**config.mk**
```make
export PLATFORM = sky130hd
export DESIGN_NAME = hazard_ctrl
export DESIGN_NICKNAME = d
export VERILOG_FILES = /design/src/rtl/hazard_ctrl.sv
export SDC_FILE = /design/constraint.sdc
export NUM_CORES = 1
export LEC_CHECK = 0
export CORE_UTILIZATION = 37
export CTS_BUF_LIST = sky130_fd_sc_hd__clkbuf_4 sky130_fd_sc_hd__clkbuf_8 sky130_fd_sc_hd__clkbuf_16
export DETAILED_ROUTE_END_ITERATION = 10
export PLACE_DENSITY = 0.85
export SLEW_MARGIN = 20
export SYNTH_ARGS = -nofsm -noshare
export SYNTH_HDL_FRONTEND = slang
export SYNTH_SLANG_ARGS = --single-unit
export TNS_END_PERCENT = 5
```
**constraint.sdc**
```tcl
create_clock -name CLK -period 2.5 [get_ports CLK]
set_input_delay 0.625 -clock CLK [delete_from_list [all_inputs] [get_ports CLK]]
set_output_delay 0.625 -clock CLK [all_outputs]
set_load 0.02 [all_outputs]
```
**src/rtl/hazard_ctrl.sv**
```systemverilog
// Pipeline hazard controller: freezes, bubbles and redirects a 5-stage pipeline
// on data-memory misses, taken branches/jumps, fetch misses and load-use hazards.
module hazard_ctrl (
  input  logic        CLK,
  input  logic        RST,
  input  logic        ihit,
  input  logic        dhit,
  input  logic        dRENMEM,
  input  logic        dWENMEM,
  input  logic        haltMEM,
  input  logic        jmpMEM,
  input  logic        jmprMEM,
  input  logic        b_eqMEM,
  input  logic        b_neMEM,
  input  logic        zeroMEM,
  input  logic        memtoregEX,
  input  logic [4:0]  rdEX,
  input  logic [4:0]  rsID,
  input  logic [4:0]  rtID,
  output logic        pc_en,
  output logic        pc_sel,
  output logic        ifid_en,
  output logic        idex_en,
  output logic        exmem_en,
  output logic        memwb_en,
  output logic        ifid_flush,
  output logic        idex_flush,
  output logic        exmem_flush,
  output logic        halt,
  output logic [15:0] stall_cnt
);

  typedef enum logic [1:0] {
    S_RUN   = 2'd0,
    S_DWAIT = 2'd1,
    S_HALT  = 2'd2
  } state_e;

  state_e      state_q, state_d;
  logic        halt_q, halt_d;
  logic [15:0] stall_cnt_q, stall_cnt_d;

  logic mem_stall;
  logic redirect;
  logic load_use;

  assign mem_stall = (dRENMEM | dWENMEM) & ~dhit;
  assign redirect  = jmpMEM | jmprMEM | (b_eqMEM & zeroMEM) | (b_neMEM & ~zeroMEM);
  assign load_use  = memtoregEX & (rdEX != 5'd0) & ((rdEX == rsID) | (rdEX == rtID));

  // NOTE: sequential state uses non-blocking assignments so every register
  // samples the pre-edge values regardless of process evaluation order.
  always_ff @(posedge CLK) begin
    if (RST) begin
      state_q     <= S_RUN;
      halt_q      <= 1'b0;
      stall_cnt_q <= 16'd0;
    end else begin
      state_q     <= state_d;
      halt_q      <= halt_d;
      stall_cnt_q <= stall_cnt_d;
    end
  end

  // NOTE: every signal gets a default before the case so no latch is inferred.
  always_comb begin
    state_d = S_RUN;
    unique case (state_q)
      S_RUN: begin
        if (mem_stall)    state_d = S_DWAIT;
        else if (haltMEM) state_d = S_HALT;
        else              state_d = S_RUN;
      end
      S_DWAIT: state_d = dhit ? S_RUN : S_DWAIT;
      S_HALT:  state_d = S_HALT;
      default: state_d = S_RUN;
    endcase

    halt_d = (state_d == S_HALT);

    stall_cnt_d = stall_cnt_q;
    if (!pc_en && (state_q != S_HALT) && (stall_cnt_q != 16'hFFFF))
      stall_cnt_d = stall_cnt_q + 16'd1;
  end

  // Reset and HALT both force everything quiet; otherwise fixed priority.
  always_comb begin
    pc_en       = 1'b0;
    pc_sel      = 1'b0;
    ifid_en     = 1'b0;
    idex_en     = 1'b0;
    exmem_en    = 1'b0;
    memwb_en    = 1'b0;
    ifid_flush  = 1'b0;
    idex_flush  = 1'b0;
    exmem_flush = 1'b0;
    if (RST || state_q == S_HALT || mem_stall) begin
      pc_en = 1'b0;
    end else if (redirect) begin
      pc_en       = 1'b1;
      pc_sel      = 1'b1;
      ifid_en     = 1'b1;
      idex_en     = 1'b1;
      exmem_en    = 1'b1;
      memwb_en    = 1'b1;
      ifid_flush  = 1'b1;
      idex_flush  = 1'b1;
      exmem_flush = 1'b1;
    end else if (!ihit) begin
      ifid_en    = 1'b1;
      ifid_flush = 1'b1;
      idex_en    = 1'b1;
      exmem_en   = 1'b1;
      memwb_en   = 1'b1;
    end else if (load_use) begin
      idex_en    = 1'b1;
      idex_flush = 1'b1;
      exmem_en   = 1'b1;
      memwb_en   = 1'b1;
    end else begin
      pc_en    = 1'b1;
      ifid_en  = 1'b1;
      idex_en  = 1'b1;
      exmem_en = 1'b1;
      memwb_en = 1'b1;
    end
  end

  assign halt      = halt_q;
  assign stall_cnt = stall_cnt_q;

endmodule

```
==> results_dict.tcl <==
set metrics [dict create \
    setup_ws_ns 0.00904 \
    drt_iter0_drc 34 \
    cap_violations 0 \
    rows 20 \
    p_leak_uw 0.000755 \
    syn_area_per_cell_um2 8.15 \
    firstDrtPassIters 4 \
    routedWlPerCell_um 13.3 \
    vias_per_cell 5.32 \
    p_switching_uw 228 \
    r2r_end "stall_cnt[1]" \
    rsz0062_at_grt "true" \
    power_density_nw_per_um2 382 \
    rrSetupSlack_ns 0.23 \
    peakVddDrop_v 0.000289 \
    finalClockSkew_ns 0.00866 \
    final_antenna_net_count 0 \
    dp.final_hpwl_um 2470 \
    synthCells 144 \
    holdPathStages 1 \
    clk_latency_ns 0.31 \
    ys_seq_area_share_pct 32.4 \
    cpMaxStageDelayCell "or3_4" \
    path_cells "buf_6 -> o21ba_4 -> or3_4 -> inv_4 -> nand2_4 -> o31ai_1 -> buf_2" \
    yosysTopAreaCellShare_pct 32.4 \
    rr_startpoint "state_q[1]" \
    final-max-slew-violation-count 0 \
    path_max_fanout 4 \
    clk_path_buf_depth 2 \
    final_hold_viol_count 0 \
    status "completed" \
    place_congestion 0.792 \
    antenna-diode-count 0 \
    fp.dieH_um 58.3 \
    synthTopCellsByArea "dfxtp_1 (32%), xor2_1 (7.5%), or4_1 (7.0%)" \
    port_buffers 53 \
    fmax_mhz 401 \
    synth_fp_nets 173 \
    antenna_found_initial 0 \
    seqCellArea_um2 380 \
    power_frac_seq_pct 42.4 \
    timing.hold.ws_ns 0.480 \
    grt.total_usage_pct 20.7 \
    arrival_ns 1.87 \
    dp_slack_ns -0.864 \
    clock_power_share_pct 22.9 \
    multiInputGateArea_um2 806 \
    path_clk_slew_ns 0.10 \
    area_growth_pct 67.7 \
    cts_buffers 3 \
    die_area_um2 3400 \
    critPathKind "input port to output pin" \
    layout_min_cycle_time_ns 2.49 \
    synth_top_area_cell "dfxtp_1" \
    hold_path_class "flop to flop" \
    synth_cell_type_count 40 \
    coreArea_um2 3030 \
    reg2reg_depth 11 \
    critPathCaptureType "output pin" \
    synth_area_um2 1170 \
    initial_core_util_pct 38.8 \
    ys_warn_count 0 \
    final_layout_size_suffix_gt1_share_pct 28.2 \
    drc 0 \
    grt_max_degree 21 \
    grt_pass1_wl_um 5460 \
    pwr-share-comb_pct 34.8 \
    setup_violations 0 \
    start_kind "input port" \
    slew_headroom_pct 80.7 \
    worst_path_largest_cell_delay_ns 0.38 \
    holdBufCountCts 0 \
    clkSinkCount 19 \
    ys_seq_elements 19 \
    hp-start "state_q[1]" \
    grt_overflow 0 \
    n_fill_cell 247 \
    switching_share_pct 30.3 \
    cts_tree "yes" \
    die_x_um 58.3 \
    nets 243 \
    postRouteWirelength_um 3420 \
    num_vias 1366 \
    root_buffer "clkbuf_4" \
    worstMarginPinSlew_ns 0.286 \
    p_int_uw 525 \
    h-tree-depth 1 \
    cp.required_ns 1.88 \
    grt_pass1_vias 1218 \
    hold_end "state_q[0]" \
    ioPinCount 54 \
    timing.final.crit_share_pct 99.6 \
]
[power by group through the flow]
| stage | Clock [uW] | Sequential, uW | Combinational (uW) |
|---|---|---|---|
| floorplan | 0 | 333 | 102 |
| global placement | 0 | 326 | 230 |
| detailed placement | 0 | 326 | 235 |
| CTS | 174 | 319 | 232 |
| global route | 191 | 320 | 279 |
| finish | 172 | 319 | 262 |
[critical path, delay by kind of cell]
family	cells	cell delay, ns
buffers and inverters	3	0.39
AND/OR/NAND/NOR	2	0.44
AO/OA/AOI/OAI	2	0.39
[how the worst max path moves through the flow]
stage	start	end	slack, ns
global placement	rdEX[1]	pc_en	-0.76
global route	b_neMEM	stall_cnt[1]	-0.03
CTS	dRENMEM	idex_flush	-0.04
detailed placement	rdEX[1]	pc_en	-0.86
finish	dRENMEM	idex_flush	0.009
floorplan	dWENMEM	idex_flush	-0.06
[cell type report]
cell class              instances  area share, %
multi-input cells             112           40.9
repair buffers                 74           34.4
flip-flops and latches         19           19.3
well taps                      44           2.80
clock buffers                   4           1.53
inverters                       4           1.02
[per-stage QoR]
step	cell area (um^2)	std cells	TNS (ns)	util, %	power [uW]
after global routing	1970	257	-0.0876	65.0	791
after detailed placement	1830	247	-14.35	60.5	561
after floorplan	1170	144	-0.105	-	435
after CTS	1880	253	-0.0536	62.1	725
after global placement	1830	247	-13.31	60.5	556
final	1970	257	0	65.0	753
[kinds of logic (layout without fill, tap and decap cells)]
logic type | Yosys count | after routing | share of synthesized area, %
AND/OR/NAND/NOR | 61 | 61 | 30.8
AO/OA/AOI/OAI | 38 | 38 | 20.4
flip-flops | 19 | 19 | 32.4
buffers and inverters | 13 | 82 | 6.08
XOR/XNOR | 10 | 10 | 7.46
multiplexers | 2 | 2 | 1.81
adder cells (fa/ha/maj) | 1 | 1 | 1.07
[state kept, by name (all words and copies together) (netlist names)]
register / count
state_q: 2
stall_cnt: 16
halt: 1
[cells in the final DEF (no fill, tap or decap), drive strengths merged, types with 2 or more instances in the layout]
cell type / instances
o21ai: 7
inv: 4
a21oi: 14
o31ai: 9
xor2: 10
nor3: 6
buf: 27
clkbuf: 6
clkdlybuf4s50: 21
nand4: 2
nand2: 9
dlymetal6s2s: 2
dfxtp: 19
or3: 6
nor4: 2
dlygate4sd2: 16
clkdlybuf4s15: 6
nor2: 9
o41ai: 2
nor2b: 2
or4: 11
nand3: 8
[routing by layer]
metal | vias to the layer above | routed length (um) | global-route usage [%]
li1 | 680 | - | -
met1 | 650 | 1450 | 24.3
met2 | 27 | 1780 | 36.5
met3 | 9 | 116 | 5.05
met4 | 0 | 70 | 7.48
met5 | - | 0 | 0
[synthesized netlist by cell type (all sizes together)]
library cell and n:
a211o 1, a211oi 1, a21oi 14, a22oi 1, and2b 1, and3 1
buf 5, clkbuf 4, dfxtp 19, ha 1, inv 4, mux2 1
mux2i 1, nand2 9, nand3 8, nand3b 1, nand4 2, nor2 9
nor2b 2, nor3 6, nor4 2, o21a 1, o21ai 7, o21ba 1
o21bai 1, o31ai 9, o41ai 2, or2 1, or3 6, or3b 1
or4 11, or4b 1, xor2 10
[what timing repair did]
item                                    4_1_cts  5_1_grt
cloned                                        0        0
gates resized for setup                      77       18
pin swaps                                    27       13
endpoints found under the setup margin       25       21
setup buffers                                 2        4
No activity file was read; power rests on OpenSTA's default activity.
